==> config.mk <==
export PLATFORM = sky130hd
export DESIGN_NAME = mp_add_sequencer
export DESIGN_NICKNAME = d
export VERILOG_FILES = /design/src/rtl/mp_add_pkg.sv /design/src/rtl/prefix_adder.sv /design/src/rtl/mp_add_sequencer.sv
export SDC_FILE = /design/constraint.sdc
export NUM_CORES = 1
export LEC_CHECK = 0
export CORE_MARGIN = 4
export CORE_UTILIZATION = 50
export DETAILED_ROUTE_END_ITERATION = 16
export PLACE_DENSITY_LB_ADDON = 0.15
export SYNTH_ARGS = -nofsm -noshare
export SYNTH_HDL_FRONTEND = slang
export SYNTH_SLANG_ARGS = --single-unit
==> constraint.sdc <==
create_clock -name clk -period 4.8 [get_ports clk]
set_input_delay 0.48 -clock clk [delete_from_list [all_inputs] [get_ports clk]]
set_output_delay 0.48 -clock clk [all_outputs]
set_load 0.005 [all_outputs]
==> src/rtl/mp_add_pkg.sv <==
// Shared constants and types for the multi-precision add sequencer.
package mp_add_pkg;

    localparam int LIMB_W = 32;

    typedef enum logic [1:0] {IDLE, RUN, DONE} mp_state_t;

endpackage

==> src/rtl/prefix_adder.sv <==
// 32-bit parallel-prefix (Kogge-Stone) adder with carry-in and carry-out.
module prefix_adder
    import mp_add_pkg::*;
(
    input  logic [LIMB_W-1:0] A,
    input  logic [LIMB_W-1:0] B,
    input  logic              Cin,
    output logic [LIMB_W-1:0] Sum,
    output logic              Cout
);

    // Bit 0 of the prefix tree carries Cin as a pure generate term.
    localparam int NBITS  = LIMB_W + 1;
    localparam int LEVELS = $clog2(NBITS);

    logic [NBITS-1:0] gl [0:LEVELS];
    logic [NBITS-1:0] pl [0:LEVELS-1];

    always_comb begin
        for (int l = 0; l <= LEVELS; l++) begin
            gl[l] = '0;
        end
        for (int l = 0; l < LEVELS; l++) begin
            pl[l] = '0;
        end
        gl[0] = {A & B, Cin};
        pl[0] = {A ^ B, 1'b0};
        for (int l = 1; l < LEVELS; l++) begin
            for (int i = 0; i < NBITS; i++) begin
                if (i >= (1 << (l - 1))) begin
                    pl[l][i] = pl[l-1][i] & pl[l-1][i - (1 << (l - 1))];
                end else begin
                    pl[l][i] = pl[l-1][i];
                end
            end
        end
        for (int l = 0; l < LEVELS; l++) begin
            for (int i = 0; i < NBITS; i++) begin
                if (i >= (1 << l)) begin
                    gl[l+1][i] = gl[l][i] | (pl[l][i] & gl[l][i - (1 << l)]);
                end else begin
                    gl[l+1][i] = gl[l][i];
                end
            end
        end
    end

    // gl[LEVELS][i] is the carry into operand bit i.
    assign Sum  = pl[0][NBITS-1:1] ^ gl[LEVELS][NBITS-2:0];
    assign Cout = gl[LEVELS][NBITS-1];

endmodule

==> src/rtl/mp_add_sequencer.sv <==
// Wide add built from one 32-bit prefix adder, one limb per cycle LSB first,
// with valid/ready handshakes on operand input and registered result output.
module mp_add_sequencer
    import mp_add_pkg::*;
#(
    parameter int WORDS = 4
) (
    input  logic                    clk,
    input  logic                    rst_n,
    input  logic                    in_valid,
    output logic                    in_ready,
    input  logic [LIMB_W*WORDS-1:0] in_a,
    input  logic [LIMB_W*WORDS-1:0] in_b,
    input  logic                    in_cin,
    output logic                    out_valid,
    input  logic                    out_ready,
    output logic [LIMB_W*WORDS-1:0] out_sum,
    output logic                    out_cout
);

    localparam int                 W        = LIMB_W * WORDS;
    localparam int                 IDX_W    = $clog2(WORDS);
    localparam logic [IDX_W-1:0]   LAST_IDX = IDX_W'(WORDS - 1);

    mp_state_t        state_q, state_d;
    logic [W-1:0]     a_q, a_d;
    logic [W-1:0]     b_q, b_d;
    logic [W-1:0]     sum_q, sum_d;
    logic             cout_q, cout_d;
    logic             carry_q, carry_d;
    logic [IDX_W-1:0] idx_q, idx_d;

    logic [LIMB_W-1:0] limb_a;
    logic [LIMB_W-1:0] limb_b;
    logic [LIMB_W-1:0] add_sum;
    logic              add_cout;

    assign limb_a = a_q[idx_q*LIMB_W +: LIMB_W];
    assign limb_b = b_q[idx_q*LIMB_W +: LIMB_W];

    prefix_adder u_prefix_adder (
        .A    (limb_a),
        .B    (limb_b),
        .Cin  (carry_q),
        .Sum  (add_sum),
        .Cout (add_cout)
    );

    always_comb begin
        state_d = state_q;
        a_d     = a_q;
        b_d     = b_q;
        sum_d   = sum_q;
        cout_d  = cout_q;
        carry_d = carry_q;
        idx_d   = idx_q;
        case (state_q)
            IDLE: begin
                if (in_valid) begin
                    a_d     = in_a;
                    b_d     = in_b;
                    carry_d = in_cin;
                    idx_d   = '0;
                    state_d = RUN;
                end
            end
            RUN: begin
                sum_d[idx_q*LIMB_W +: LIMB_W] = add_sum;
                carry_d = add_cout;
                if (idx_q == LAST_IDX) begin
                    // idx stays put on the last limb so it never wraps.
                    cout_d  = add_cout;
                    state_d = DONE;
                end else begin
                    idx_d = idx_q + 1'b1;
                end
            end
            DONE: begin
                if (out_ready) begin
                    state_d = IDLE;
                end
            end
            default: state_d = IDLE;
        endcase
    end

    always_ff @(posedge clk or negedge rst_n) begin
        if (!rst_n) begin
            state_q <= IDLE;
            a_q     <= '0;
            b_q     <= '0;
            sum_q   <= '0;
            cout_q  <= 1'b0;
            carry_q <= 1'b0;
            idx_q   <= '0;
        end else begin
            state_q <= state_d;
            a_q     <= a_d;
            b_q     <= b_d;
            sum_q   <= sum_d;
            cout_q  <= cout_d;
            carry_q <= carry_d;
            idx_q   <= idx_d;
        end
    end

    assign in_ready  = (state_q == IDLE);
    assign out_valid = (state_q == DONE);
    assign out_sum   = sum_q;
    assign out_cout  = cout_q;

endmodule

After elaboration in Yosys (flattened, before gate mapping)
Index checks and enable logic that the tools add are counted.
{"block": "word_totals", "regBits": 390, "elab_cells": 413, "inputBits": 261, "output_inout_bits": 131}
{"block": "op_classes", "bitwise": 376, "add_sub_neg": 2, "n_shift": 4, "mux": 10, "n_reduce_logical": 7, "n_eq_ne": 7}
{"op": "$shiftx A128 B8 Y32", "n": 2}
{"op": "$and A1 B1 Y1", "n": 238}
{"op": "$or A1 B1 Y1", "n": 135}
{"op": "$bwmux W128", "n": 1}
{"op": "$shift A32 B34 Y128 const A", "n": 1}
{"op": "$shiftx A32 B34 Y128", "n": 1}
{"op": "$xor A32 B32 Y32", "n": 2}
{"op": "$neg A7 Y34", "n": 1}
{"op": "$and A32 B32 Y32", "n": 1}
{"op": "$mux W2", "n": 5}
{"op": "$ne A2 B2 Y1 const B", "n": 3}
{"op": "$pmux W2 S3", "n": 1}
{"op": "$reduce_and A2 Y1", "n": 3}
{"op": "$reduce_and A3 Y1", "n": 2}
{"op": "$eq A2 B2 Y1 const B", "n": 2}
{"op": "$pmux W2 S2", "n": 1}
{"op": "$add A2 B1 Y2 const B", "n": 1}
{"op": "$eq A2 B1 Y1 const B", "n": 1}
{"op": "$logic_not A2 Y1", "n": 1}
{"op": "$ne A2 B1 Y1 const B", "n": 1}
{"op": "$pmux W1 S2", "n": 1}
{"op": "$reduce_bool A2 Y1", "n": 1}
{"op": "$mux W1", "n": 1}

Longest topological paths before layout
Gate-level depths: netlist of the first run.
{"block": "depth", "depth_word": 15, "depth_mapped": 14, "mapped_depth_nobuf": 11}

By module
Synthesis of the first run repeated with hierarchy kept, for this count alone.
{"block": "hier_totals", "hier_cells": 1424, "hier_area_um2": 18736.7}
{"module": "mp_add_sequencer", "seq_area_each_um2": 9759.4, "n_inst": 1, "area_each_um2": 16886.2, "cells_each": 1166}
{"module": "prefix_adder", "seq_area_each_um2": 0.0, "n_inst": 1, "area_each_um2": 1850.5, "cells_each": 258}

Worst setup path after synthesis of the first run
Ideal clock, no wire load.
{"block": "synth_path", "path_type": "reg-to-reg", "startpoint": "register idx_q[0]", "endpoint": "register sum_q[119] (netlist: out_sum[119])", "stages_incl_launch_ff": 14, "path_slack_ns": 0.711, "setup_ns": 0.122, "t_arrival_ns": 3.968, "required_ns": 4.678, "cell_sequence": "dfrtp_1 > clkbuf_1 > buf_2 > buf_1 > mux4_2 > ha_1 > nand3_2 > o211ai_1 > o21bai_2 > a311o_2 > a211o_1 > a21boi_2 > o21ai_2 > a32o_1"}
{"block": "synth_via", "elab_chain_cells": 15, "elab_cells_between_ends": 365, "cone_classes": "1 x add/sub; 4 x shift; 1 x mux; 359 x bitwise"}
{"item": "from (decl)", "line_no": "mp_add_sequencer.sv:31", "text": "logic [IDX_W-1:0] idx_q, idx_d;"}
{"item": "from (signal assigned)", "line_no": "mp_add_sequencer.sv:103", "text": "idx_q <= idx_d;"}
{"item": "$shiftx A128 B8 Y32, on equally long branches", "line_no": "mp_add_sequencer.sv:38, mp_add_sequencer.sv:39"}
{"item": "$xor A32 B32 Y32", "line_no": "prefix_adder.sv:27", "text": "pl[0] = {A ^ B, 1'b0};"}
{"item": "$and A1 B1 Y1", "line_no": "prefix_adder.sv:40", "text": "gl[l+1][i] = gl[l][i] | (pl[l][i] & gl[l][i - (1 << l)]);"}
{"item": "$or A1 B1 Y1", "line_no": "prefix_adder.sv:40"}
{"item": "$and A1 B1 Y1", "line_no": "prefix_adder.sv:40"}
{"item": "$or A1 B1 Y1", "line_no": "prefix_adder.sv:40"}
{"item": "$and A1 B1 Y1", "line_no": "prefix_adder.sv:40"}
{"item": "$or A1 B1 Y1", "line_no": "prefix_adder.sv:40"}
{"item": "$and A1 B1 Y1", "line_no": "prefix_adder.sv:40"}
{"item": "$or A1 B1 Y1", "line_no": "prefix_adder.sv:40"}
{"item": "$and A1 B1 Y1", "line_no": "prefix_adder.sv:40"}
{"item": "$or A1 B1 Y1", "line_no": "prefix_adder.sv:40"}
{"item": "$xor A32 B32 Y32", "line_no": "prefix_adder.sv:49", "text": "assign Sum = pl[0][NBITS-1:1] ^ gl[LEVELS][NBITS-2:0];"}
{"item": "$shiftx A32 B34 Y128", "line_no": "mp_add_sequencer.sv:68", "text": "sum_d[idx_q*LIMB_W +: LIMB_W] = add_sum;"}
{"item": "$bwmux W128 *", "line_no": "mp_add_sequencer.sv:68"}
{"item": "to (signal assigned)", "line_no": "mp_add_sequencer.sv:100", "text": "sum_q <= sum_d;"}
{"item": "to (decl)", "line_no": "mp_add_sequencer.sv:28", "text": "logic [W-1:0] sum_q, sum_d;"}
Mark *: on every way between the ends. The rest lies on a longest branch, timed or not.
A chain may end at the register's enable or synchronous reset.

Final worst setup path of the first run
{"block": "layout_path", "startpoint": "register idx_q[0]", "endpoint": "register sum_q[30] (netlist: out_sum[30])"}
Same word-level chain as after synthesis.

==> flow_summary.json, run 1 <==
{
  "dieArea_um2": 38140,
  "p_leak_nw": 9.826,
  "io_pins": 392,
  "critPathArrivalTime_ps": 4710,
  "intPower_mw": 11.93,
  "worst_setup_path_start_kind": "flop",
  "antenna_found_initial": 10,
  "synth.ff_latch_count": 390,
  "cts_resized": 0,
  "period_minus_slack_ps": 4275,
  "place_area_um2": 21990,
  "ys.flop_type": "dfrtp_1",
  "async_flop_share_pct": 100.0,
  "status": "complete, but fails checks",
  "holdBufCountCts": 0,
  "syn_area_um2": 17540,
  "cts_buffers": 41,
  "crit_required_ps": 5240,
  "syn_inst": 1238,
  "synth_area_per_cell_um2": 14.17,
  "tightest_slew_ps": 1043,
  "synth_edf_count": 0,
  "p_clk_share_pct": 16.2,
  "via_count": 12160,
  "track_usage_pct": 25.02,
  "fin_crit_sh_pct": 89.05,
  "finalWeightedCongestion": 0.8862,
  "finalSetupViolCount": 0,
  "drc": 0,
  "grt_pass1_wl_mm": 74.58,
  "switchingPower_mw": 8.561,
  "hold_class": "input pin to async pin",
  "cts_tree": "built",
  "synthDominantCellAreaShare_pct": 55.64,
  "worstPathMaxFanout": 35,
  "yosysWarnings": 0,
  "ys_seq_area_share_pct": 55.64,
  "num_rows": 68,
  "power_frac_comb_pct": 55.5,
  "clk_latency_ps": 530,
  "area_delta_synth_final_pct": 33.59,
  "crit_top_cell": "a21oi_1",
  "syn-num-nets": 1538,
  "nNetsFinal": 1920,
  "violations": "negative hold slack",
  "start_util_pct": 50.78,
  "synthTopCellsByArea": "dfrtp_1, mux2_2, mux4_2",
  "path_clk_slew_ps": 60,
  "hpwl_mm": 35.79,
  "endpoint_kind": "flop",
  "grt_max_degree": 121,
  "worstSetupPathType": "flop to flop",
  "clock_skew_ps": 10.74,
  "drt_iter0_markers": 705,
  "clock_path_buffers": 3,
  "tns_ps": 0,
  "holdWs_ps": -7.979,
  "powerDensity_nw_per_um2": 874.7,
  "seq_power_share_pct": 28.2,
  "postCtsSetupBuffers": 0,
  "core-area_um2": 34540,
  "firstDrtPassIters": 5,
  "yosysTopAreaCell": "dfrtp_1",
  "rsz0062_at_grt": "false",
  "fmax_mhz": 233.9,
  "synth_cell_types": 60,
  "hold_viol": 3,
  "stdcell_area_um2": 23430,
  "cts_sinks": 390,
  "gr-total-overflow": 0,
  "synthTopCellsByCount": "dfrtp_1, mux2_2, a22o_1",
  "cts_root_buf": "clkbuf_16",
  "drive_gt1_share_pct": 26.13,
  "reg2reg_depth": 11,
  "slew_violations": 0,
  "maxCapViolations": 0,
  "wl_per_cell_um": 23.14,
  "die_h_um": 195.3,
  "path_cells": "buf_4 -> mux4_2 -> ha_1 -> a21oi_1 -> o21ai_0 -> a211oi_1 -> a21oi_1 -> a21oi_1 -> nor2_1 -> or3_1 -> o21ai_0",
  "htree_levels": 2,
  "antenna_left": 0,
  "die_width_um": 195.3,
  "ir_drop_uv": 493.9,
  "switching_share_pct": 41.77,
  "maxSlewHeadroom_pct": 30.48,
  "vias_per_cell": 5.760,
  "synth.most_common_cell": "dfrtp_1",
  "io_buffers": 391,
  "first_global_vias": 12450,
  "routed_wl_mm": 48.84,
  "timing.critical_path.slowest_stage_cell": "dfrtp_4",
  "critPathMaxStageDelay_ps": 920
}
## per-layer routing
metal	global-route usage [%]	part of all wire (%)	vias to the layer above
met4	5.689	2.1	12
met1	35.17	42	6208
met5	0	0.21	-
li1	-	-	5416
met3	5.556	7.4	79
met2	40.51	48	445
## kinds of logic after synthesis
group | after synthesis | share of synthesized area (%)
DFF | 390 | 55.64
xor gates and xnor gates | 25 | 1.248
adders and majority gates | 39 | 2.825
AOI/OAI and AO/OA | 229 | 9.623
muxes | 322 | 24.77
buffers and inverters | 85 | 1.890
and+or+nand+nor | 148 | 4.002
## layout make-up
cell class                 count  area (um2)
fill                        2500       11110
sequential                   390        9767
multi-input combinational    763        7466
timing repair buffer         412        4139
clock buffer                  62        1257
tap                          455       569.3
clock inverter                14       178.9
inverter                      12       45.04
antenna                        3       7.507
## path summary, 6_finish.rpt
path                       slack, ps                     start                  endpoint
setup / recovery                 530      idx_q[0]$_DFFE_PN0P_   out_sum[30]$_DFFE_PN0P_
hold / removal                    -8                     rst_n  out_sum[108]$_DFFE_PN0P_
setup reg to reg                 530      idx_q[0]$_DFFE_PN0P_   out_sum[30]$_DFFE_PN0P_
hold reg to reg                  480  out_sum[109]$_DFFE_PN0P_  out_sum[109]$_DFFE_PN0P_
max in group asynchronous       3410                     rst_n       a_q[49]$_DFFE_PN0P_
min in group clk                 480  out_sum[109]$_DFFE_PN0P_  out_sum[109]$_DFFE_PN0P_
## critical path, delay by kind of cell, from the launching register on
kind / cells / cell delay (ps)
muxes: 1 / 540
DFF: 1 / 920
buffers and inverters: 1 / 360
adders and majority gates: 1 / 400
and+or+nand+nor: 2 / 580
AOI/OAI and AO/OA: 6 / 1370
## registers in the layout, summed over array words and instances, names as in the netlist
| register | count |
|---|---|
| a_q | 128 |
| state_q | 2 |
| b_q | 128 |
| idx_q | 2 |
| out_cout | 1 |
| carry_q | 1 |
| out_sum | 128 |
## per-stage QoR
| stage | power [mW] | instances | utilization (%) | hold slack [ps] | setup slack (ps) |
|---|---|---|---|---|---|
| detailed placement | 17.10 | 2032 | 63.65 | 472.8 | 455.1 |
| global placement | 16.81 | 2032 | 63.65 | 463.8 | 619.5 |
| finish | 20.49 | 2111 | 67.83 | -7.979 | 525.4 |
| floorplan | 12.91 | 1238 | - | 184.4 | 710.8 |
| CTS | 20.50 | 2108 | 67.81 | 70.03 | 453.8 |
| global route | 21.80 | 2110 | 67.82 | 69.81 | 101.2 |
## power by group through the flow
stage | registers (mW) | logic, mW | clock network (mW)
after floorplan | 5.41 | 7.51 | 0
after global placement | 5.79 | 11.0 | 0
after detailed placement | 5.85 | 11.3 | 0
after CTS | 5.80 | 11.3 | 3.38
after global routing | 5.99 | 12.3 | 3.53
final | 5.78 | 11.4 | 3.33
## layout by cell type, fill, tap and decap left out, types with 3 or more instances in the layout
cell type	synthesis	layout
ha_1	38	38
clkinv_2	0	7
nand2_1	59	59
inv_1	12	12
buf_12	0	5
nand4_1	7	7
xor2_1	11	11
xnor2_1	14	14
a32o_1	3	3
a21o_1	11	11
clkbuf_1	61	8
nor2b_1	6	6
clkbuf_8	0	11
bufinv_16	0	4
mux2_2	256	256
a22o_1	96	96
clkdlybuf4s50_1	0	390
mux4_2	64	64
nor3_1	8	6
nor2_1	28	26
nand3_1	11	11
a31oi_1	3	3
dfrtp_1	390	388
buf_4	1	16
o31ai_1	7	7
o21ai_0	40	40
a21oi_1	37	37
o21bai_1	4	4
nand2b_1	10	10
diode_2	0	3
or3_1	4	4
o211ai_1	4	4
clkbuf_16	0	43
o21a_1	4	4
No activity file was read; power rests on OpenSTA's default activity.
==> inputs of run 2 (changes only) <==
Settings changed: CAP_MARGIN set to 20.
==> results of run 2 <==
Final layout, timing and power as in run 1 (identical DEF).
